==> src/rtl/pc_unit_if.sv <==
// rtl/pc_unit_if.sv - control/status bundle between the control unit and pc_unit
//
// Purpose: groups the next-address controls and PC/RAS status of pc_unit.
//   master : control side (drives PCWre, PCSrc, offset, target, trap_req)
//   slave  : pc_unit side (drives currentAddress, epc, ras_* flags)
// Signals:
//   PCWre          PC write enable (0 = stall)
//   PCSrc[2:0]     next-address select
//   offset         signed branch offset, OFF_W bits
//   target         absolute jump/call target, ADDR_W bits
//   trap_req       trap request
//   currentAddress registered PC
//   epc            registered exception PC
//   ras_empty/full RAS occupancy decoded from the registered count
//   ras_ovf/unf    sticky overflow / underflow flags
interface pc_unit_if #(
  parameter int ADDR_W = 16,
  parameter int OFF_W  = 12
);
  logic              PCWre;
  logic [2:0]        PCSrc;
  logic [OFF_W-1:0]  offset;
  logic [ADDR_W-1:0] target;
  logic              trap_req;
  logic [ADDR_W-1:0] currentAddress;
  logic [ADDR_W-1:0] epc;
  logic              ras_empty;
  logic              ras_full;
  logic              ras_ovf;
  logic              ras_unf;

  modport master (
    output PCWre, PCSrc, offset, target, trap_req,
    input  currentAddress, epc, ras_empty, ras_full, ras_ovf, ras_unf
  );

  modport slave (
    input  PCWre, PCSrc, offset, target, trap_req,
    output currentAddress, epc, ras_empty, ras_full, ras_ovf, ras_unf
  );
endinterface

==> src/rtl/pc_unit.sv <==
// rtl/pc_unit.sv - fetch-stage program counter with return-address stack and EPC
//
// Purpose: registered PC with sequential, branch, jump, call, return,
//   exception-return and trap-entry next-address selection.
// Ports:
//   CLK    clock, all state changes on the rising edge
//   RESET  synchronous reset, active-high, overrides everything
//   bus    pc_unit_if.slave (controls in, PC/EPC/RAS status out)
// Priority per edge: RESET > trap_req > PCWre=0 hold > PCSrc.
module pc_unit #(
  parameter int                ADDR_W    = 16,
  parameter int                OFF_W     = 12,
  parameter int                PC_STEP   = 2,
  parameter logic [ADDR_W-1:0] RESET_VEC = '0,
  parameter logic [ADDR_W-1:0] TRAP_VEC  = 16'h0004,
  parameter int                RAS_DEPTH = 4
) (
  input logic       CLK,
  input logic       RESET,
  pc_unit_if.slave  bus
);

  localparam int PTR_W = $clog2(RAS_DEPTH);
  localparam int CNT_W = PTR_W + 1;
  localparam logic [CNT_W-1:0] CNT_FULL = CNT_W'(RAS_DEPTH);

  localparam logic [2:0] SRC_SEQ  = 3'd0;
  localparam logic [2:0] SRC_BR   = 3'd1;
  localparam logic [2:0] SRC_JMP  = 3'd2;
  localparam logic [2:0] SRC_CALL = 3'd3;
  localparam logic [2:0] SRC_RET  = 3'd4;
  localparam logic [2:0] SRC_ERET = 3'd5;

  logic [ADDR_W-1:0] pc_q, pc_d;
  logic [ADDR_W-1:0] epc_q, epc_d;
  logic [ADDR_W-1:0] ras_mem [RAS_DEPTH];
  logic [PTR_W-1:0]  top_q;
  logic [CNT_W-1:0]  cnt_q;
  logic              ovf_q, unf_q;

  logic              push, pop, unf_set;
  logic [ADDR_W-1:0] pc_seq;
  logic [ADDR_W-1:0] off_ext;
  logic [PTR_W-1:0]  push_ptr;
  logic              ras_is_empty, ras_is_full;

  assign ras_is_empty = (cnt_q == '0);
  assign ras_is_full  = (cnt_q == CNT_FULL);
  assign pc_seq       = pc_q + ADDR_W'(PC_STEP);
  assign off_ext      = {{(ADDR_W-OFF_W){bus.offset[OFF_W-1]}}, bus.offset};
  // top_q points at the newest entry; when full, top+1 is the oldest slot,
  // so a push there overwrites the oldest return address.
  assign push_ptr     = top_q + PTR_W'(1);

  always_comb begin
    pc_d    = pc_q;
    epc_d   = epc_q;
    push    = 1'b0;
    pop     = 1'b0;
    unf_set = 1'b0;
    if (bus.trap_req) begin
      pc_d  = TRAP_VEC;
      epc_d = pc_q;
    end else if (bus.PCWre) begin
      case (bus.PCSrc)
        SRC_BR:   pc_d = pc_q + off_ext;
        SRC_JMP:  pc_d = bus.target;
        SRC_CALL: begin
          pc_d = bus.target;
          push = 1'b1;
        end
        SRC_RET: begin
          if (ras_is_empty) begin
            // Return with nothing to return to is handled as a trap.
            pc_d    = TRAP_VEC;
            epc_d   = pc_q;
            unf_set = 1'b1;
          end else begin
            pc_d = ras_mem[top_q];
            pop  = 1'b1;
          end
        end
        SRC_ERET: pc_d = epc_q;
        default:  pc_d = pc_seq;  // SEQ and reserved encodings
      endcase
    end
  end

  always_ff @(posedge CLK) begin
    if (RESET) begin
      pc_q  <= RESET_VEC;
      epc_q <= '0;
      top_q <= '0;
      cnt_q <= '0;
      ovf_q <= 1'b0;
      unf_q <= 1'b0;
    end else begin
      pc_q  <= pc_d;
      epc_q <= epc_d;
      if (unf_set) unf_q <= 1'b1;
      if (push) begin
        ras_mem[push_ptr] <= pc_seq;
        top_q             <= push_ptr;
        if (ras_is_full) ovf_q <= 1'b1;
        else             cnt_q <= cnt_q + CNT_W'(1);
      end else if (pop) begin
        top_q <= top_q - PTR_W'(1);
        cnt_q <= cnt_q - CNT_W'(1);
      end
    end
  end

  assign bus.currentAddress = pc_q;
  assign bus.epc            = epc_q;
  assign bus.ras_empty      = ras_is_empty;
  assign bus.ras_full       = ras_is_full;
  assign bus.ras_ovf        = ovf_q;
  assign bus.ras_unf        = unf_q;

endmodule
==> src/flat_wrapper.sv <==
// flat-port wrapper written by rule: the top's interface ports become plain ports
module pc_unit_flat 
#(
  parameter int                ADDR_W    = 16,
  parameter int                OFF_W     = 12,
  parameter int                PC_STEP   = 2,
  parameter logic [ADDR_W-1:0] RESET_VEC = '0,
  parameter logic [ADDR_W-1:0] TRAP_VEC  = 16'h0004,
  parameter int                RAS_DEPTH = 4
)
  (CLK, RESET, bus_PCWre, bus_PCSrc, bus_offset, bus_target, bus_trap_req, bus_currentAddress, bus_epc, bus_ras_empty, bus_ras_full, bus_ras_ovf, bus_ras_unf);
  pc_unit_if #(.ADDR_W(ADDR_W), .OFF_W(OFF_W)) bus_i ();
  input logic CLK;
  input logic RESET;
  input wire logic [$bits(bus_i.PCWre)-1:0] bus_PCWre;
  input wire logic [$bits(bus_i.PCSrc)-1:0] bus_PCSrc;
  input wire logic [$bits(bus_i.offset)-1:0] bus_offset;
  input wire logic [$bits(bus_i.target)-1:0] bus_target;
  input wire logic [$bits(bus_i.trap_req)-1:0] bus_trap_req;
  output wire logic [$bits(bus_i.currentAddress)-1:0] bus_currentAddress;
  output wire logic [$bits(bus_i.epc)-1:0] bus_epc;
  output wire logic [$bits(bus_i.ras_empty)-1:0] bus_ras_empty;
  output wire logic [$bits(bus_i.ras_full)-1:0] bus_ras_full;
  output wire logic [$bits(bus_i.ras_ovf)-1:0] bus_ras_ovf;
  output wire logic [$bits(bus_i.ras_unf)-1:0] bus_ras_unf;
  assign bus_i.PCWre = bus_PCWre;
  assign bus_i.PCSrc = bus_PCSrc;
  assign bus_i.offset = bus_offset;
  assign bus_i.target = bus_target;
  assign bus_i.trap_req = bus_trap_req;
  assign bus_currentAddress = bus_i.currentAddress;
  assign bus_epc = bus_i.epc;
  assign bus_ras_empty = bus_i.ras_empty;
  assign bus_ras_full = bus_i.ras_full;
  assign bus_ras_ovf = bus_i.ras_ovf;
  assign bus_ras_unf = bus_i.ras_unf;
  pc_unit #(.ADDR_W(ADDR_W), .OFF_W(OFF_W), .PC_STEP(PC_STEP), .RESET_VEC(RESET_VEC), .TRAP_VEC(TRAP_VEC), .RAS_DEPTH(RAS_DEPTH)) u_core (.CLK(CLK), .RESET(RESET), .bus(bus_i));
endmodule
==> config.mk <==
export PLATFORM = sky130hd
export DESIGN_NAME = pc_unit_flat
export DESIGN_NICKNAME = d
export VERILOG_FILES = /design/src/rtl/pc_unit_if.sv /design/src/rtl/pc_unit.sv /design/src/flat_wrapper.sv
export SDC_FILE = /design/constraint.sdc
export NUM_CORES = 1
export LEC_CHECK = 0
export BUFFER_PORTS_ARGS = -buffer_cell sky130_fd_sc_hd__buf_2
export CAP_MARGIN = 20
export CORE_ASPECT_RATIO = 0.7
export CORE_MARGIN = 5
export CORE_UTILIZATION = 50
export DETAILED_ROUTE_END_ITERATION = 8
export PLACE_DENSITY = 0.7
export SYNTH_ARGS = -nofsm -noshare
export SYNTH_HDL_FRONTEND = slang
export SYNTH_SLANG_ARGS = --single-unit
==> constraint.sdc <==
create_clock -name CLK -period 2.9 [get_ports CLK]
set_input_delay 0.145 -clock CLK [delete_from_list [all_inputs] [get_ports CLK]]
set_output_delay 0.145 -clock CLK [all_outputs]
set_load 0.005 [all_outputs]
### Word-level counts from Yosys, hierarchy flattened

Memory sizes are Yosys's and may differ from the RTL's. A register that Yosys moved wholly into a read port is not among the register bits.
Cells that the tools add are included.
W data, S select, Z words.

| operators by class | value |
|---|---|
| add/subtract/negate cells | 6 |
| equality and inequality tests | 7 |
| mux-type cells | 29 |
| reductions and logical operators | 10 |

Operators by type and width:

| kind | count |
|---|---|
| $mux W16 | 5 |
| $pmux W16 S4 | 1 |
| $add A16 B16 Y16 | 1 |
| $add A16 B2 Y16 const B | 1 |
| $mux W3 | 5 |
| $mux W1 | 14 |
| $eq A3 B3 Y1 const B | 3 |
| $mux W2 | 4 |
| $reduce_bool A2 Y1 | 4 |
| $eq A3 B2 Y1 const B | 2 |
| $reduce_and A2 Y1 | 2 |
| $reduce_or A2 Y1 | 2 |
| $add A3 B1 Y3 const B | 1 |
| $eq A3 B1 Y1 const B | 1 |
| $logic_not A3 Y1 | 1 |
| $reduce_and A3 Y1 | 1 |
| $sub A3 B1 Y3 const B | 1 |
| $add A2 B1 Y2 const B | 1 |
| $ne A2 B2 Y1 const B | 1 |
| $sub A2 B1 Y2 const B | 1 |

| word-level totals | value |
|---|---|
| flip-flop bits (word level) | 39 |
| memory bits (writable) | 64 |
| input bits | 35 |
| output and inout bits | 36 |
| word-level logic and storage cells | 60 |
| memories kept | 1 |

Memories:

| memory | words | bits a word | rd ports | clocked after memory_dff | wr ports | RTL line | RTL |
|---|---|---|---|---|---|---|---|
| u_core.ras_mem | 4 | 16 | 1 | 1 | 1 | pc_unit.sv:36 | `logic [ADDR_W-1:0] ras_mem [RAS_DEPTH];` |

### Depth between registers and ports, before layout

Gate-level depths: netlist (run 1).

| logic depth | value |
|---|---|
| depth after elaboration | 9 |
| depth in mapped cells | 9 |
| depth with buffers taken out | 9 |

### Least setup slack after synthesis (run 1)

OpenSTA, ideal clock, no wires.

| timing path | value |
|---|---|
| kind | register -> register |
| start | reg with a tool-made name |
| end | reg u_core.pc_q[14], in the netlist u_core.bus.currentAddress[14] |
| setup time | 0.080 ns |
| data arrival time | 2.266 ns |
| path slack | 0.555 ns |
| stages on the path, launching flop included | 10 |
| period minus slack after synthesis | 2.345 ns |
| path through | dfxtp_1 > ha_1 > inv_1 > fa_1 > and2b_1 > o2111ai_2 > a2111oi_1 > or4_1 > nand3_1 > a211oi_2 |

RTL lines:

| what | RTL line | RTL |
|---|---|---|
| end signal, assigned | pc_unit.sv:98 | `pc_q <= pc_d;` |
| end, declared | pc_unit.sv:34 | `logic [ADDR_W-1:0] pc_q, pc_d;` |

==> results of run 1 <==
## final cells by class
type	count	area share
clock inverters	7	0.01312
inverters	12	0.006948
multi-input cells	359	0.4165
well taps	153	0.02953
flip-flops and latches	105	0.4231
clock buffers	9	0.03474
repair buffers	89	0.07605
## power by group through the flow
stage / Combinational (uW) / Sequential [uW] / Clock [uW]
after global routing: 425 / 1630 / 1350
after CTS: 382 / 1620 / 1290
final: 388 / 1620 / 1280
after detailed placement: 379 / 1660 / 0
after floorplan: 252 / 1650 / 0
after global placement: 373 / 1660 / 0
## path summary, 6_finish.rpt
check                      from                       endpoint  cells past startpoint
max                    register  u_core.bus.currentAddress[14]                      9
min reg2reg  u_core.bus.ras_ovf             u_core.bus.ras_ovf                      2
max reg2reg            register  u_core.bus.currentAddress[14]                      9
min               bus_target[8]   u_core.bus.currentAddress[8]                      3
## logic make-up (layout without fill, tap and decap cells)
logic type                 count (synthesis)  count (layout)  synth area share
and+or+nand+nor                          144             144            0.1231
buffers and inverters                     41             117           0.03204
DFF                                      105             105            0.4878
AOI/OAI and AO/OA                        135             135            0.1716
xor gates and xnor gates                  24              24           0.03738
muxes                                     34              34           0.09657
adders and majority gates                 22              22           0.05162
## cell usage after synthesis (3+ instances only)
library cell,count
mux2i_1,16
a211oi_1,7
o211ai_1,5
clkbuf_1,14
nand4_1,6
buf_2,8
a21o_1,19
edfxtp_1,64
nand2_1,38
dfxtp_1,41
xor2_1,14
and2_1,5
inv_1,11
o21ai_0,19
xnor2_1,10
nand2b_1,3
nor3_1,4
mux4_2,16
buf_4,4
and3_1,4
a221o_1,5
a21oi_1,30
ha_1,20
nand3_1,9
o21a_1,5
o21bai_1,3
a31oi_1,5
nor2_1,55
o22ai_1,3
o31ai_1,4
a221oi_1,10
## cells in the final DEF (no fill, tap or decap), types with 14 or more instances in the layout
cell | Yosys | final
ha_1 | 20 | 20
mux4_2 | 16 | 16
dfxtp_1 | 41 | 41
mux2i_1 | 16 | 16
a21o_1 | 19 | 19
nand2_1 | 38 | 38
xor2_1 | 14 | 14
nor2_1 | 55 | 55
a21oi_1 | 30 | 30
buf_2 | 8 | 70
edfxtp_1 | 64 | 64
buf_4 | 4 | 19
o21ai_0 | 19 | 19
## layer usage
| metal | global-route usage | routed length, um | vias up | share of wire |
|---|---|---|---|---|
| li1 | - | - | 2049 | - |
| met1 | 0.3351 | 6515 | 2151 | 0.43 |
| met2 | 0.3391 | 6821 | 243 | 0.45 |
| met3 | 0.08061 | 1667 | 20 | 0.11 |
| met4 | 0.04880 | 215 | 0 | 0.014 |
| met5 | 0 | 0 | - | 0 |
## per-stage QoR
step / power [uW] / worst slack (ns)
after floorplan: 1903 / 0.5546
after global placement: 2029 / 0.4932
after detailed placement: 2038 / 0.4208
after CTS: 3299 / 0.4032
after global routing: 3404 / 0.2214
final: 3292 / 0.3726
## critical path: stages, from the launching register on
cell and delay [ns]:
dfxtp_1 0.34, ha_1 0.22, inv_1 0.07, fa_1 0.37, and2b_1 0.26, o2111ai_2 0.20, a2111oi_1 0.52, or4_1 0.17
nand3_1 0.08, a211oi_2 0.23
## registers in the layout (all words and copies together) (netlist names), named ones only
signal                     cells
u_core.top_q                   2
u_core.bus.epc                16
u_core.bus.ras_ovf             1
u_core.bus.ras_unf             1
u_core.ras_mem                64
u_core.bus.currentAddress     15
u_core.cnt_q                   3
==> out/results.tsv, run 1 <==
stage	metric	value	unit
clock_tree	TritonCTS clock tree	done	
finish	Design Area, Final	6482	sq um
clock_tree	# clock sinks	105	
floorplanning	Core ar.	11010	sq um
floorplanning	Die H	98.73	um
worst_setup_path	CP required	3.17	ns
finish	Cell Count, Final, Fillers Out	734	
sta	Max Fclk	395.7	MHz
yosys	Cell variety after synth	68	
sta	fin crit period	2.527	ns
pwr	Static Leak	0.002572	uW
yosys	Cells after Synth	505	
global_route	vias in the first global route	4266	
clock_tree	post-CTS sizing	0	
placed_design	DP Area	6172	sq um
pwr	clock share of power	0.388	
global_route	initial antenna violation count	0	
routing	DR vias/cell	6.080	
yosys	Synth top area share	0.3418	
worst_setup_path	crit path DAT	2.80	ns
sta	Slew Limit Fails	0	
routing	antenna-violating nets left	0	
clock_tree	clk_lat worst skew	0.36	ns
outcome	outcome	finished, final reports clean	
sta	unrepaired setup endpoints after global routing	no	
routing	routed via count	4463	
clock_tree	CTS Hold Bufs	0	
finish	Final Util	0.5888	
pwr	Comb pwr share	0.118	
worst_setup_path	critical path peak fanout	4	
yosys	Synth area leaders	edfxtp_1 (34%), dfxtp_1 (15%), mux4_2 (6.4%)	
global_route	Total GRT Usage	0.2318	
clock_tree	Num CTS Buffers	9	
finish	layout cells sized above 1	0.2392	
finish	Syn-to-layout area delta	15.29	%
placed_design	GP Congestion	0.9787	
yosys	cell accounting for the most synthesized area	edfxtp_1	
clock_tree	H-tree lvl count	3	
sta	Setup Viol. Count Final	0	
pwr	maximum vdd drop	0.0003320	V
yosys	top_reg_cell synth	edfxtp_1	
flow_run	max cap viols	0	
clock_tree	Setup Buffers After CTS	0	
floorplanning	Die ar.	13500	sq um
yosys	mapped cell area	5623	sq um
hold_path	Hold Crit Class	in -> reg	
placed_design	IO buf count	70	
worst_setup_path	Crit Path Category	reg -> reg	
routing	DRT iter0 DRCs	415	
pwr	switch share	0.2587	
yosys	EDFF count, synth	64	
routing	DRC viols	0	
global_route	remaining global-route overflow	0	
yosys	Avg Inst Size Synth	11.13	sq um
pwr	Flop pwr share	0.494	
sta	final hold vios	0	
yosys	sequential area share after synthesis	0.4878	
pwr	Internal	2440	uW
yosys	Synth async-reset ratio	0	
finish	ANT cells	0	
clock_tree	root buf cell	clkbuf_16	
clock_tree	Reg clk slew, reported paths	0.08	ns
yosys	yosys warns	0	
pwr	pwr dens	507.8	nW/um^2
finish	Register Area	2743	sq um
sta	fin crit share	0.8715	
placed_design	placed insts	718	
floorplanning	Die W	136.8	um
floorplanning	Ports	71	
global_route	global-route wire length before repair	23820	um
sta	Worst Max-Slew Pin Slew	0.7004	ns
worst_setup_path	Critical Path Sink Type	register	
clock_tree	Clock Path Buffers	2	
sta	WHS	0.1998	ns
finish	area of the multi-input gates	2700	sq um
global_route	pin count of the biggest net entering global routing	35	
routing	number of detailed-route iterations in the first pass	5	
yosys	Net Count, Synth	562	
worst_setup_path	reg2reg setup slack	0.37	ns
sta	post-route setup TNS	0	ns
worst_setup_path	Worst setup SP type	register	
yosys	flops & latches, synth	105	
floorplanning	initial core utilization	0.5107	
finish	layout filler cell count	935	
sta	relative slew slack	0.5288	
routing	DRT Wirelength	15220	um
pwr	NetSw	851.7	uW
finish	Final nets	633	
placed_design	DPL Wire Length	11000	um
sta	clock skew	0.01352	ns
routing	DR WL/cell	20.74	um
floorplanning	Site Rows	32	
(Power assumes the default switching activity.)
==> run 2: changes to the inputs <==
--- a/config.mk
+++ b/config.mk
@@ -12,6 +12,8 @@
 export CORE_UTILIZATION = 50
 export DETAILED_ROUTE_END_ITERATION = 8
 export PLACE_DENSITY = 0.7
+export RECOVER_POWER = 25
+export REMOVE_ABC_BUFFERS = 1
 export SYNTH_ARGS = -nofsm -noshare
 export SYNTH_HDL_FRONTEND = slang
 export SYNTH_SLANG_ARGS = --single-unit
==> run 2 against run 1 <==
Against the previous run:
- worst setup slack gained 0.010 ns
- clock skew shrank 0.0019 ns
- first-iteration DRC count grew 20%
- flip-flop and latch count is the same
- total power shrank 2.5%
- die area is the same
- final cell count is the same
==> out/results.tsv, run 2 (synthesis results as in run 1) <==
stage	metric	value	unit	change
placed_design	DPL Wire Length	11090	um	+0.86%
clock_tree	H-tree lvl count	3		unchanged
clock_tree	root buf cell	clkbuf_16		
sta	Max Fclk	397.3	MHz	+0.41%
flow_run	max cap viols	0		unchanged
worst_setup_path	crit path DAT	2.79	ns	about the same
sta	clock skew	0.01158	ns	-0.001940 ns
pwr	pwr dens	499.6	nW/um^2	-1.6%
finish	Syn-to-layout area delta	14.26	%	
floorplanning	Ports	71		unchanged
outcome	outcome	finished, final reports clean		
clock_tree	CTS Hold Bufs	0		unchanged
sta	relative slew slack	0.4212		-0.1075
sta	Worst Max-Slew Pin Slew	0.8662	ns	+0.1658 ns
global_route	Total GRT Usage	0.2309		-0.0008468
worst_setup_path	CP required	3.18	ns	about the same
clock_tree	clk_lat worst skew	0.36	ns	about the same
hold_path	Hold Crit Class	in -> reg		
routing	DR vias/cell	6.124		+0.72%
placed_design	GP Congestion	0.9380		-4.2%
floorplanning	Die ar.	13500	sq um	unchanged
worst_setup_path	Slowest-stage cell, CP	a2111oi_1		
hold_path	Worst Hold End	u_core.bus.currentAddress[8]		
routing	number of detailed-route iterations in the first pass	5		unchanged
clock_tree	TritonCTS clock tree	done		
sta	Slew Limit Fails	0		unchanged
floorplanning	Site Rows	32		unchanged
floorplanning	Core ar.	11010	sq um	unchanged
clock_tree	Setup Buffers After CTS	0		unchanged
routing	DRT iter0 DRCs	497		+20%
worst_setup_path	critical path peak fanout	4		unchanged
worst_setup_path	reg2reg setup slack	0.38	ns	about the same
routing	DR WL/cell	20.82	um	+0.38%
sta	fin crit period	2.517	ns	-0.01022 ns
worst_setup_path	Worst setup SP type	register		
sta	post-route setup TNS	0	ns	unchanged
global_route	initial antenna violation count	0		unchanged
finish	layout cells sized above 1	0.1997		-0.03959
routing	antenna-violating nets left	0		unchanged
clock_tree	Reg clk slew, reported paths	0.08	ns	about the same
routing	routed via count	4495		+0.72%
floorplanning	initial core utilization	0.5107		unchanged
finish	Final nets	633		unchanged
sta	final hold vios	0		unchanged
placed_design	Place WS	0.4417	ns	+0.02095 ns
clock_tree	Num CTS Buffers	9		unchanged
routing	DRC viols	0		unchanged
finish	layout filler cell count	946		+1.2%
worst_setup_path	CP cell instances	ha_1 > inv_1 > fa_1 > and2b_1 > o2111ai_2 > a2111oi_1 > or4_1 > nand3_1 > a211oi_2		
finish	ANT cells	0		unchanged
worst_setup_path	Crit Path Category	reg -> reg		
finish	most common cell after layout, fill and taps aside	edfxtp_1		
global_route	global-route wire length before repair	23840	um	about the same
clock_tree	Clock Path Buffers	2		unchanged
global_route	remaining global-route overflow	0		unchanged
worst_setup_path	R2R cell count	9		unchanged
clock_tree	post-CTS sizing	0		unchanged
routing	DRT Wirelength	15280	um	+0.38%
floorplanning	Die H	98.73	um	unchanged
sta	unrepaired setup endpoints after global routing	no		
finish	Biggest register	u_core.ras_mem		
finish	Largest register FFs	64		unchanged
global_route	vias in the first global route	4418		+3.6%
pwr	Static Leak	0.002467	uW	-4.1%
clock_tree	# clock sinks	105		unchanged
placed_design	IO buf count	70		unchanged
pwr	maximum vdd drop	0.0003269	V	-1.5%
hold_path	Hold Path Stages	3		unchanged
global_route	pin count of the biggest net entering global routing	28		-20%
worst_setup_path	Slowest Stage Delay on Critical Path	0.51	ns	about the same
worst_setup_path	Critical Path Sink Type	register		
worst_setup_path	worst reg2reg endpoint	u_core.bus.currentAddress[14]		
sta	setup slack after layout	0.3828	ns	+0.01022 ns
sta	fin crit share	0.8680		-0.003524
floorplanning	Die W	136.8	um	unchanged
finish	most frequent cells in the layout	edfxtp_1 (64), nor2_1 (55), buf_2 (52)		
hold_path	min-delay src	bus_target[8]		
sta	Setup Viol. Count Final	0		unchanged
## run 2: changes by cell type in the layout (fill, tap and decap cells not counted)
cell	change
clkinv_8	+1
clkinv_4	-1
buf_4	-4
buf_2	-18
clkbuf_1	+23
bufinv_16	-1
clkinvlp_4	+1
inv_6	-1
## run 2: power by group
| part | internal (uW) | switching (uW) | total, uW |
|---|---|---|---|
| Sequential | 1600 | 28.3 | 1620 |
| Combinational | 151 | 231 | 382 |
| Clock | 605 | 598 | 1200 |
## run 2: how the worst max path moves through the flow
stage               slack, ns  startpoint                             to
finish                   0.38    register  u_core.bus.currentAddress[14]
global route             0.25    register  u_core.bus.currentAddress[14]
CTS                      0.39    register  u_core.bus.currentAddress[14]
detailed placement       0.44    register  u_core.bus.currentAddress[14]
global placement         0.52    register  u_core.bus.currentAddress[14]
floorplan                0.53    register  u_core.bus.currentAddress[14]
## run 2: area by class of cell
| type | instances | area [sq um] | area share |
|---|---|---|---|
| Clock buffer | 10 | 229.0 | 0.03564 |
| Clock inverter | 6 | 61.31 | 0.009542 |
| Inverter | 12 | 45.04 | 0.007011 |
| Multi-Input combinational cell | 359 | 2700 | 0.4203 |
| Sequential cell | 105 | 2743 | 0.4269 |
| Tap cell | 153 | 191.4 | 0.02980 |
| Timing Repair Buffer | 89 | 455.4 | 0.07089 |
## run 2: through the flow
stage          instance area [sq um]  instances  utilization  power [uW]  hold WS, ns
4_1_cts                         6462        734       0.5869        3228       0.1808
6_report                        6425        734       0.5835        3210       0.1794
2_1_floorplan                   5488        476            -        1875       0.2141
3_3_place_gp                    6172        718       0.5606        2026       0.4445
5_1_grt                         6425        734       0.5835        3333       0.2000
3_5_place_dp                    6172        718       0.5606        2037       0.4566
## run 2: critical path: cells and delay by family, from the launching register on
family | cells | cell delay [ns]
adders and majority gates | 2 | 0.58
DFF | 1 | 0.35
buffers and inverters | 1 | 0.07
and+or+nand+nor | 3 | 0.53
AOI/OAI and AO/OA | 3 | 0.91
## run 2: layer usage
metal / vias to the layer above / global-route usage / wire [um]
met2: 248 / 0.3448 / 6875
li1: 2048 / - / -
met4: 0 / 0.07436 / 274
met5: - / 0 / 0
met1: 2178 / 0.3252 / 6599
met3: 21 / 0.06684 / 1529
==> run 3: changes to the inputs <==
--- a/config.mk
+++ b/config.mk
@@ -10,6 +10,7 @@
 export CORE_ASPECT_RATIO = 0.7
 export CORE_MARGIN = 5
 export CORE_UTILIZATION = 50
+export CTS_BUF_LIST = sky130_fd_sc_hd__clkbuf_8 sky130_fd_sc_hd__clkbuf_16
 export DETAILED_ROUTE_END_ITERATION = 8
 export PLACE_DENSITY = 0.7
 export RECOVER_POWER = 25
==> run 3 against run 2 <==
Against the previous run:
- first-iteration DRC count did not move
- final cell count did not move
- worst setup slack got worse by 0.016 ns
- flip-flop and latch count did not move
- cell area did not move
- routed wire length rose by 0.26%
- critical endpoint unchanged
- largest power group unchanged
==> out/results.tsv, run 3 (synthesis results as in run 1) <==
stage	metric	value	unit	change
finish	Cell Count, Final, Fillers Out	734		unchanged
pwr	switch share	0.2678		+0.0005814
sta	relative slew slack	0.4239		+0.002675
sta	Max Fclk	394.8	MHz	-0.63%
global_route	remaining global-route overflow	0		unchanged
sta	Setup Viol. Count Final	0		unchanged
clock_tree	TritonCTS clock tree	done		
clock_tree	post-CTS sizing	0		unchanged
sta	WHS	0.1767	ns	-0.002713 ns
clock_tree	Reg clk slew, reported paths	0.08	ns	about the same
finish	Biggest register	u_core.ras_mem		
floorplanning	Die W	136.8	um	unchanged
outcome	outcome	finished, final reports clean		
clock_tree	CTS Hold Bufs	0		unchanged
sta	unrepaired setup endpoints after global routing	no		
global_route	initial antenna violation count	0		unchanged
worst_setup_path	CP required	3.18	ns	about the same
pwr	Comb pwr share	0.119		about the same
finish	Final nets	633		unchanged
clock_tree	Num CTS Buffers	9		unchanged
finish	Largest register FFs	64		unchanged
worst_setup_path	crit path DAT	2.81	ns	+0.02 ns
clock_tree	H-tree lvl count	3		unchanged
floorplanning	Die ar.	13500	sq um	unchanged
routing	DR vias/cell	6.128		about the same
sta	Slew Limit Fails	0		unchanged
sta	final hold vios	0		unchanged
worst_setup_path	Critical Path Sink Type	register		
pwr	clock share of power	0.374		about the same
sta	Worst Max-Slew Pin Slew	0.8622	ns	-0.004003 ns
sta	clock skew	0.01195	ns	+0.0003716 ns
hold_path	Hold Path Stages	3		unchanged
placed_design	GP Congestion	0.9380		unchanged
routing	DR WL/cell	20.87	um	+0.26%
placed_design	IO buf count	70		unchanged
floorplanning	initial core utilization	0.5107		unchanged
global_route	vias in the first global route	4418		unchanged
routing	DRT Wirelength	15320	um	+0.26%
global_route	pin count of the biggest net entering global routing	28		unchanged
sta	post-route setup TNS	0	ns	unchanged
pwr	pwr dens	499.2	nW/um^2	about the same
clock_tree	clk_lat worst skew	0.36	ns	about the same
pwr	Internal	2349	uW	-0.15%
clock_tree	Setup Buffers After CTS	0		unchanged
pwr	total power	3208	uW	about the same
pwr	Static Leak	0.002471	uW	+0.17%
pwr	Flop pwr share	0.507		about the same
worst_setup_path	critical path peak fanout	4		unchanged
sta	fin crit share	0.8735		+0.005533
global_route	Total GRT Usage	0.2309		unchanged
routing	antenna-violating nets left	0		unchanged
pwr	NetSw	858.9	uW	+0.15%
clock_tree	# clock sinks	105		unchanged
clock_tree	root buf cell	clkbuf_16		
routing	number of detailed-route iterations in the first pass	5		unchanged
routing	routed via count	4498		+0.067%
floorplanning	Ports	71		unchanged
finish	Syn-to-layout area delta	14.26	%	unchanged
clock_tree	Clock Path Buffers	2		unchanged
finish	most frequent cells in the layout	edfxtp_1 (64), nor2_1 (55), buf_2 (52)		
placed_design	DPL Wire Length	11090	um	unchanged
floorplanning	Core ar.	11010	sq um	unchanged
worst_setup_path	Crit Path Category	reg -> reg		
hold_path	min-delay src	bus_target[8]		
placed_design	placed insts	718		unchanged
hold_path	Hold Crit Class	in -> reg		
worst_setup_path	Worst setup SP type	register		
finish	most common cell after layout, fill and taps aside	edfxtp_1		
global_route	global-route wire length before repair	23840	um	unchanged
floorplanning	Die H	98.73	um	unchanged
finish	ANT cells	0		unchanged
worst_setup_path	R2R cell count	9		unchanged
routing	DRC viols	0		unchanged
sta	fin crit period	2.533	ns	+0.01605 ns
floorplanning	Site Rows	32		unchanged
flow_run	max cap viols	0		unchanged
pwr	maximum vdd drop	0.0003266	V	about the same
finish	layout cells sized above 1	0.1997		unchanged
routing	DRT iter0 DRCs	497		unchanged
run 3: changes by cell type in the layout (fill, tap and decap cells not counted):
cell      delta
clkbuf_1     -1
inv_1        +1
run 3: path summary, 6_finish.rpt:
kind	endpoint	slack (ns)
hold reg to reg	u_core.bus.ras_ovf	0.47
hold / removal	u_core.bus.currentAddress[8]	0.18
setup reg to reg	u_core.bus.currentAddress[14]	0.37
setup / recovery	u_core.bus.currentAddress[14]	0.37
run 3: routing by layer:
layer / GRT usage / share of wire
met4: 0.07436 / 0.018
met1: 0.3252 / 0.43
met2: 0.3448 / 0.45
met5: 0 / 0
met3: 0.06684 / 0.10
run 3: cell type report:
cell class / instances / area (sq um)
Clock buffer: 9 / 225.2
Clock inverter: 7 / 65.06
Fill cell: 946 / 4586
Inverter: 12 / 45.04
Multi-Input combinational cell: 359 / 2700
Sequential cell: 105 / 2743
Tap cell: 153 / 191.4
Timing Repair Buffer: 89 / 455.4
run 3: power groups by stage:
stage                     logic, uW  registers (uW)  clock network [uW]
after floorplan                 219            1660                   0
after global placement          369            1660                   0
after detailed placement        379            1660                   0
after CTS                       380            1620                1220
after global routing            417            1630                1280
final                           383            1620                1200
run 3: through the flow:
stage	cell area (sq um)	utilization	setup slack, ns
floorplan	5488	-	0.5335
CTS	6462	0.5869	0.3924
finish	6425	0.5835	0.3668
global placement	6172	0.5606	0.5170
detailed placement	6172	0.5606	0.4417
global route	6425	0.5835	0.2486
run 3: worst max-delay path: stages (launching register included):
cell	delay (ns)
dfxtp_1	0.35
ha_1	0.22
inv_1	0.07
fa_1	0.37
and2b_1	0.27
o2111ai_2	0.17
a2111oi_1	0.51
or4_1	0.18
nand3_1	0.08
a211oi_2	0.24
